`config.mk`:
```
export PLATFORM = sky130hd
export DESIGN_NAME = uart_vitals_rx
export DESIGN_NICKNAME = d
export VERILOG_FILES = /design/src/rtl/uart_vitals_rx.sv
export SDC_FILE = /design/constraint.sdc
export NUM_CORES = 1
export LEC_CHECK = 0
export ABC_AREA = 1
export CAP_MARGIN = 20
export CORE_ASPECT_RATIO = 1.25
export CORE_MARGIN = 10
export CORE_UTILIZATION = 50
export CTS_BUF_LIST = sky130_fd_sc_hd__clkbuf_4
export DETAILED_ROUTE_END_ITERATION = 8
export PLACE_DENSITY = 0.68
export SKIP_CTS_REPAIR_TIMING = 1
export SLEW_MARGIN = 20
export SYNTH_ARGS = -nofsm -noshare
export SYNTH_HDL_FRONTEND = slang
export SYNTH_SLANG_ARGS = --single-unit
```
`constraint.sdc`:
```
create_clock -name clk -period 4.2 [get_ports clk]
set_input_delay 0.63 -clock clk [delete_from_list [all_inputs] [get_ports clk]]
set_output_delay 0.63 -clock clk [all_outputs]
set_load 0.005 [all_outputs]
```
`src/rtl/uart_vitals_rx.sv`:
```
// uart_vitals_rx: UART receiver, header/checksum frame parser and periodic publisher
// for N_CH one-byte vital-sign readings with stale flag and saturating error count.
module uart_vitals_rx #(
    parameter int         CLK_HZ  = 50_000_000,
    parameter int         BAUD    = 9600,
    parameter int         N_CH    = 2,
    parameter logic [7:0] HDR     = 8'hFF,
    parameter int         UPD_CYC = 50_000_000,
    parameter int         GAP_CYC = 3 * 10 * (CLK_HZ / BAUD)
) (
    input  logic              clk,
    input  logic              rst_n,
    input  logic              data_rx,
    output logic [8*N_CH-1:0] vitals_o,
    output logic              upd_o,
    output logic              stale_o,
    output logic              frame_err_o,
    output logic [7:0]        err_cnt_o
);
    localparam int BIT_CYC  = CLK_HZ / BAUD;
    localparam int HALF_CYC = BIT_CYC / 2;
    localparam int BW = $clog2(BIT_CYC);
    localparam int GW = $clog2(GAP_CYC + 1);
    localparam int PW = (UPD_CYC > 1) ? $clog2(UPD_CYC) : 1;
    localparam int IW = (N_CH > 1) ? $clog2(N_CH) : 1;

    localparam logic [2:0] RX_IDLE  = 3'd0;
    localparam logic [2:0] RX_START = 3'd1;
    localparam logic [2:0] RX_DATA  = 3'd2;
    localparam logic [2:0] RX_STOP  = 3'd3;
    localparam logic [2:0] RX_WAIT  = 3'd4;

    localparam logic [1:0] P_HUNT = 2'd0;
    localparam logic [1:0] P_DATA = 2'd1;
    localparam logic [1:0] P_CSUM = 2'd2;

    function automatic logic [7:0] sat_inc(input logic [7:0] v);
        return (v == 8'hFF) ? v : v + 8'd1;
    endfunction

    logic              sync1, sync2, rx_prev;
    logic [2:0]        rx_state;
    logic [BW-1:0]     bit_cnt;
    logic [2:0]        bit_idx;
    logic [7:0]        shift;
    logic              byte_vld, stop_err;
    logic [1:0]        p_state;
    logic [IW-1:0]     idx;
    logic [7:0]        sum;
    logic [8*N_CH-1:0] buf_q, shadow;
    logic [GW-1:0]     gap_cnt;
    logic              fresh;
    logic [PW-1:0]     per_cnt;
    logic              timeout, csum_hit, csum_ok, csum_bad, err_evt, tc;

    assign timeout  = (p_state != P_HUNT) && !byte_vld && (gap_cnt == GW'(GAP_CYC - 1));
    assign csum_hit = byte_vld && (p_state == P_CSUM);
    assign csum_ok  = csum_hit && (shift == sum);
    assign csum_bad = csum_hit && (shift != sum);
    assign err_evt  = stop_err | timeout | csum_bad;
    assign tc       = (per_cnt == PW'(UPD_CYC - 1));

    // Serial receiver: start is confirmed at mid-bit, data/stop sampled one bit apart.
    always_ff @(posedge clk or negedge rst_n) begin
        if (!rst_n) begin
            sync1    <= 1'b1;
            sync2    <= 1'b1;
            rx_prev  <= 1'b1;
            rx_state <= RX_IDLE;
            bit_cnt  <= '0;
            bit_idx  <= '0;
            shift    <= '0;
            byte_vld <= 1'b0;
            stop_err <= 1'b0;
        end else begin
            sync1    <= data_rx;
            sync2    <= sync1;
            rx_prev  <= sync2;
            byte_vld <= 1'b0;
            stop_err <= 1'b0;
            case (rx_state)
                RX_IDLE: begin
                    if (rx_prev && !sync2) begin
                        rx_state <= RX_START;
                        bit_cnt  <= '0;
                    end
                end
                RX_START: begin
                    if (bit_cnt == BW'(HALF_CYC - 1)) begin
                        bit_cnt  <= '0;
                        bit_idx  <= '0;
                        rx_state <= sync2 ? RX_IDLE : RX_DATA;
                    end else begin
                        bit_cnt <= bit_cnt + 1'b1;
                    end
                end
                RX_DATA: begin
                    if (bit_cnt == BW'(BIT_CYC - 1)) begin
                        bit_cnt <= '0;
                        shift   <= {sync2, shift[7:1]};
                        bit_idx <= bit_idx + 3'd1;
                        if (bit_idx == 3'd7) rx_state <= RX_STOP;
                    end else begin
                        bit_cnt <= bit_cnt + 1'b1;
                    end
                end
                RX_STOP: begin
                    if (bit_cnt == BW'(BIT_CYC - 1)) begin
                        bit_cnt <= '0;
                        if (sync2) begin
                            byte_vld <= 1'b1;
                            rx_state <= RX_IDLE;
                        end else begin
                            stop_err <= 1'b1;
                            rx_state <= RX_WAIT;
                        end
                    end else begin
                        bit_cnt <= bit_cnt + 1'b1;
                    end
                end
                RX_WAIT: begin
                    if (sync2) rx_state <= RX_IDLE;
                end
                default: rx_state <= RX_IDLE;
            endcase
        end
    end

    // Frame parser: header, N_CH data bytes, mod-256 checksum; header bytes inside data are data.
    always_ff @(posedge clk or negedge rst_n) begin
        if (!rst_n) begin
            p_state <= P_HUNT;
            idx     <= '0;
            sum     <= '0;
            buf_q   <= '0;
            gap_cnt <= '0;
            shadow  <= '0;
        end else begin
            gap_cnt <= (p_state == P_HUNT || byte_vld) ? '0 : gap_cnt + 1'b1;
            if (csum_ok) shadow <= buf_q;
            if (stop_err || timeout) begin
                p_state <= P_HUNT;
            end else if (byte_vld) begin
                case (p_state)
                    P_HUNT: begin
                        if (shift == HDR) begin
                            p_state <= P_DATA;
                            idx     <= '0;
                            sum     <= '0;
                        end
                    end
                    P_DATA: begin
                        buf_q[8*int'(idx) +: 8] <= shift;
                        sum <= sum + shift;
                        if (idx == IW'(N_CH - 1)) p_state <= P_CSUM;
                        else                      idx     <= idx + 1'b1;
                    end
                    default: p_state <= P_HUNT;
                endcase
            end
        end
    end

    // Publish: a free-running period; a checksum pass on the terminal cycle waits one period.
    always_ff @(posedge clk or negedge rst_n) begin
        if (!rst_n) begin
            per_cnt     <= '0;
            vitals_o    <= '0;
            upd_o       <= 1'b0;
            stale_o     <= 1'b1;
            fresh       <= 1'b0;
            frame_err_o <= 1'b0;
            err_cnt_o   <= '0;
        end else begin
            per_cnt     <= tc ? '0 : per_cnt + 1'b1;
            upd_o       <= tc && fresh;
            frame_err_o <= err_evt;
            if (err_evt) err_cnt_o <= sat_inc(err_cnt_o);
            if (tc) begin
                if (fresh) vitals_o <= shadow;
                stale_o <= !fresh;
            end
            if (csum_ok) fresh <= 1'b1;
            else if (tc) fresh <= 1'b0;
        end
    end
endmodule
```
; ---- After elaboration in Yosys (flattened, before gate mapping)
; Index checks and enable logic that the tools add are counted.
[totals]
regBits = 147
input_bits = 3
out_inout_bits = 27
word_cells = 127
[classes]
addsub = 8
eq_ne = 24
n_shift = 2
n_mux = 37
bitwise = 4
n_reduce_logical = 30
[op_table]
columns = cell, count
row1 = $mux 13, 3
row2 = $pmux 13 s3, 1
row3 = $neg 4->33, 1
row4 = $shift 8x33->16 const A, 1
row5 = $shiftx 8x33->16, 1
row6 = $mux 3, 9
row7 = $add 26x1->26 const B, 1
row8 = $eq 26x26->1 const B, 1
row9 = $mux 26, 1
row10 = $add 18x1->18 const B, 1
row11 = $eq 18x18->1 const B, 1
row12 = $mux 18, 1
row13 = $bwmux 16, 1
row14 = $eq 8x8->1 const B, 2
row15 = $pmux 8 s2, 1
row16 = $pmux 3 s5, 1
row17 = $add 13x1->13 const B, 1
row18 = $eq 13x12->1 const B, 1
row19 = $eq 13x13->1 const B, 1
row20 = $ne 2x2->1 const B, 6
row21 = $mux 1, 10
row22 = $mux 2, 5
row23 = $reduce_bool 2->1, 5
row24 = $reduce_and 3->1, 3
row25 = other kinds (30), 46

; ---- Longest topological paths before layout
[depth]
ltp_word = 6
mapped_depth = 10
mapped_depth_nobuf = 10

; ---- Least setup slack after synthesis
; OpenSTA, ideal clock, no wires.
[synth_timing]
path_kind = flip-flop to flip-flop
from = register shift[3]
to = register shadow[13]
arrival_time_ps = 1473
t_required_ps = 4068
setup_slack_ps = 2594
path_stages_with_launch = 9
n_path_buf = 1
period_less_slack_ps = 1606
cell_sequence = dfrtp_1 > ha_1 > inv_2 > nand2_1 > nor2_1 > nand4_1 > buf_2 > nor2_1 > a21oi_1
[synth_via]
elab_chain_cells = 2
[synth_rtl]
columns = item, line
row1 = from (decl), 45  ; logic [7:0] shift;
row2 = from (signal assigned), 100  ; shift <= {sync2, shift[7:1]};
row3 = $eq 8x8->1, 58  ; assign csum_ok = csum_hit && (shift == sum);
row4 = $logic_and 1x1->1, 58
row5 = to (signal assigned), 140  ; if (csum_ok) shadow <= buf_q;
row6 = to (decl), 50  ; logic [8*N_CH-1:0] buf_q, shadow;
; Every way passes these cells.
; A chain may end at the register's enable or synchronous reset.

; ---- Worst setup path in the final report
[layout_timing]
from = register stale_o
to = output stale_o
[layout_rtl]
columns = item, line
row1 = from (decl), 16  ; output logic stale_o,
row2 = from (signal assigned), 181  ; stale_o <= !fresh;
; No word-level cell between the ends.

==> results.md <==
- Sink Count: 147
- Total routing usage reported by global routing: 0.156
- Part of the cycle the worst path needs: 0.531
- Initial antenna violation count: 1
- Die Ht: 157 um
- Pre-CTS WS: 2.24 ns
- Gpl congestion: 0.916
- NetSw: 0.765 mW
- Max clock buf depth: 2
- Final min period: 2.23 ns
- Clock transition at the registers of the reported paths: 0.12 ns
- Post-synth EDFFs: 0
- YS warnings: 0
- Clock Power Share: 0.343
- Starting DRT DRC Count: 467
- Crit path max-delay family: flip-flops
- Async SR Flop Fraction: 1.00
- Gate count after technology mapping: 934
- Cts bufs inserted: 17
- WP data arrival: 1.60 ns
- Post-layout net count: 988
- DR vias/cell: 5.03
- Share of post-route cells with drive strength above 1: 0.0904
- CP Max Fanout: 2
- Layout area overhead: 9.91%
- Average size of a mapped cell: 7.99 um2
- Die W: 129 um
- Leakage: 3.94 nW
- Status: complete, no violations
- Crit-path slowest cell: dfstp_2
- Routed len/inst: 12.5 um
- Yosys top cell area share: 0.480
- Dominant synthesized flop cell: dfrtp_1
- Slew Viols, Final: 0
- Worst-Margin Slew: 0.769 ns
- Library cells used by synthesis: 32
- Register bit total from synthesis: 147
- Post-synth top area cell: dfrtp_1
- Post-synth design cell area: 7460 um2
- Worst path required time: 3.57 ns
- Final setup fails: 0
- I/O pin count: 30
- Crit path kind: flip-flop to output pin
- DP Wirelength: 10500 um
- Max Cap Violations: 0
- Clock H-tree levels: 4
- WP buf/inv: 1
- GRT busiest layer: met2
- Met3 Track Usage GR: 0.0355
- Int Pwr: 1.90 mW
- Sequential power share: 0.560
- Register area share after synthesis: 0.494
- Post-DRT Antenna Nets: 0
- IO buf count: 29
- First-pass GRT wire length: 26000 um
- Final WS setup: 1.97 ns
- Worst hold path class: primary input to asynchronous set/reset pin
- Routed Wire Length: 14600 um
- Root buf cell: clkbuf_4
- Clock skew: 0.0179 ns
- Final hold viol count: 0
- Remaining DRCs: 0
- RSZ-0062 raised after global routing: no
- Slew HR: 0.487
- Vias post-DR: 5850
- Ranking of synthesized cells by area: dfrtp_1 (48%), nand2_1 (12%), nor2_1 (6.6%)
- Met1 Use GR: 0.199
- Pwr/cell area: 325 nW/um2
- DRT Pass-1 Iters: 5
- CTS tree: built
- Met2 Track Usage GR: 0.251
- Total grt overflow: 0
- Core area: 14500 um2
- Switching part of the total: 0.287
- Critical path, cell by cell: clkdlybuf4s50_1
- Setup TNS: 0 ns
- Row count: 49
- Largest net degree at the start of global routing: 85
- Die ar.: 20200 um2
- Net Count, Synth: 951
- Crit. End Element: output pin
- Initial core utilization: 0.513
- Slowest stage delay, CP: 0.55 ns
- Hold slack: 0.0749 ns
- Combinational share of power: 0.097
- Final Non-Filler Cells: 1163
- IR drop worst, VDD: 0.156 mV
- Clk Latency, worst-skew pair: 0.56 ns
- CP startpoint kind: flip-flop
- Vias in the first global route: 5602
- Max Clk Rate: 448 MHz
- Placed Cells: 1130
## cells by family after synthesis
logic type	after synthesis	share of synthesized area
fa+ha+maj	14	0.0245
flops	147	0.494
buf+inv	134	0.0728
compound gates	100	0.0772
simple gates	505	0.292
xor+xnor	34	0.0399
## per-stage QoR
step | area [um2] | utilization | total power [mW]
after floorplan | 7460 | - | 1.69
after global placement | 7900 | 0.544 | 1.78
after detailed placement | 7900 | 0.544 | 1.78
after CTS | 8200 | 0.564 | 2.70
after global routing | 8200 | 0.564 | 2.81
final | 8200 | 0.564 | 2.66
## routing by layer
layer | part of all wire | up-vias
li1 | - | 3060
met1 | 0.46 | 2681
met2 | 0.48 | 81
met3 | 0.037 | 28
met4 | 0.019 | 0
met5 | 0 | -
## final cells by class
class / count / area [um2]
Inverter: 120 / 450
Clock inverter: 13 / 150
Multi-Input combinational cell: 653 / 3230
Clock buffer: 19 / 143
Sequential cell: 147 / 3680
Timing Repair Buffer: 32 / 314
Fill cell: 1353 / 6330
Tap cell: 178 / 223
Antenna cell: 1 / 2.50
## sequential cells by signal, summed over array words and instances (netlist names), 2 cells and up
register	flops
bit_cnt	13
bit_idx	3
buf_q	16
err_cnt_o	8
gap_cnt	18
p_state	2
per_cnt	26
rx_state	3
shadow	16
shift	8
sum	8
vitals_o	16
## worst register-to-register path, delay by kind of cell (launching register included)
family,cells,cell delay (ns)
AOI/OAI and AO/OA,1,0.07
adders and majority gates,1,0.27
buffers and inverters,1,0.12
DFF,1,0.45
and+or+nand+nor,5,0.93
## power groups by stage
stage / clock network [mW] / registers (mW) / logic [mW]
after floorplan: 0 / 1.51 / 0.185
after global placement: 0 / 1.52 / 0.260
after detailed placement: 0 / 1.52 / 0.262
after CTS: 0.945 / 1.49 / 0.262
after global routing: 1.00 / 1.50 / 0.305
final: 0.914 / 1.49 / 0.259
## synthesized netlist by cell type, types with 16 or more instances
cell type	number
o21ai_1	21
nor3_1	23
nand3_1	65
o21ai_0	29
o21ai_2	16
nor2_1	132
xor2_1	27
nand4_1	20
nand2_1	243
a21oi_1	28
dfrtp_1	143
inv_1	107
## path summary, 6_finish.rpt
check	startpoint	endpoint	slack, ns	cells past startpoint
worst min-delay path	rst_n	per_cnt[7]	0.07	1
min in group clk	sync1	sync2	0.36	0
worst min register to register	sync1	sync2	0.36	0
worst max-delay path	stale_o	stale_o	1.97	1
worst max register to register	per_cnt[0]	vitals_o[3]	2.24	8
max in group asynchronous	rst_n	err_cnt_o[6]	3.17	2
## cell usage in the layout (no fill, tap or decap), types with 2 or more instances in the layout
master	Yosys	final
nand2_1	243	243
dfrtp_1	143	143
nor2_1	132	132
inv_1	107	107
nand3_1	65	65
o21ai_0	29	29
a21oi_1	28	28
clkdlybuf4s50_1	0	28
xor2_1	27	27
nor3_1	23	23
o21ai_1	21	21
nand4_1	20	20
clkbuf_4	0	19
o21ai_2	16	16
inv_2	13	13
ha_1	13	13
nand2_2	7	7
xnor2_1	7	7
nor3_2	6	6
inv_6	0	4
dfstp_2	4	4
o211ai_1	3	3
clkinvlp_4	0	3
buf_4	0	3
nor2_2	2	2
nand3_2	2	2
o21bai_1	2	2
bufinv_16	0	2
clkinv_4	0	2
Power figures use the tool's default switching activity.
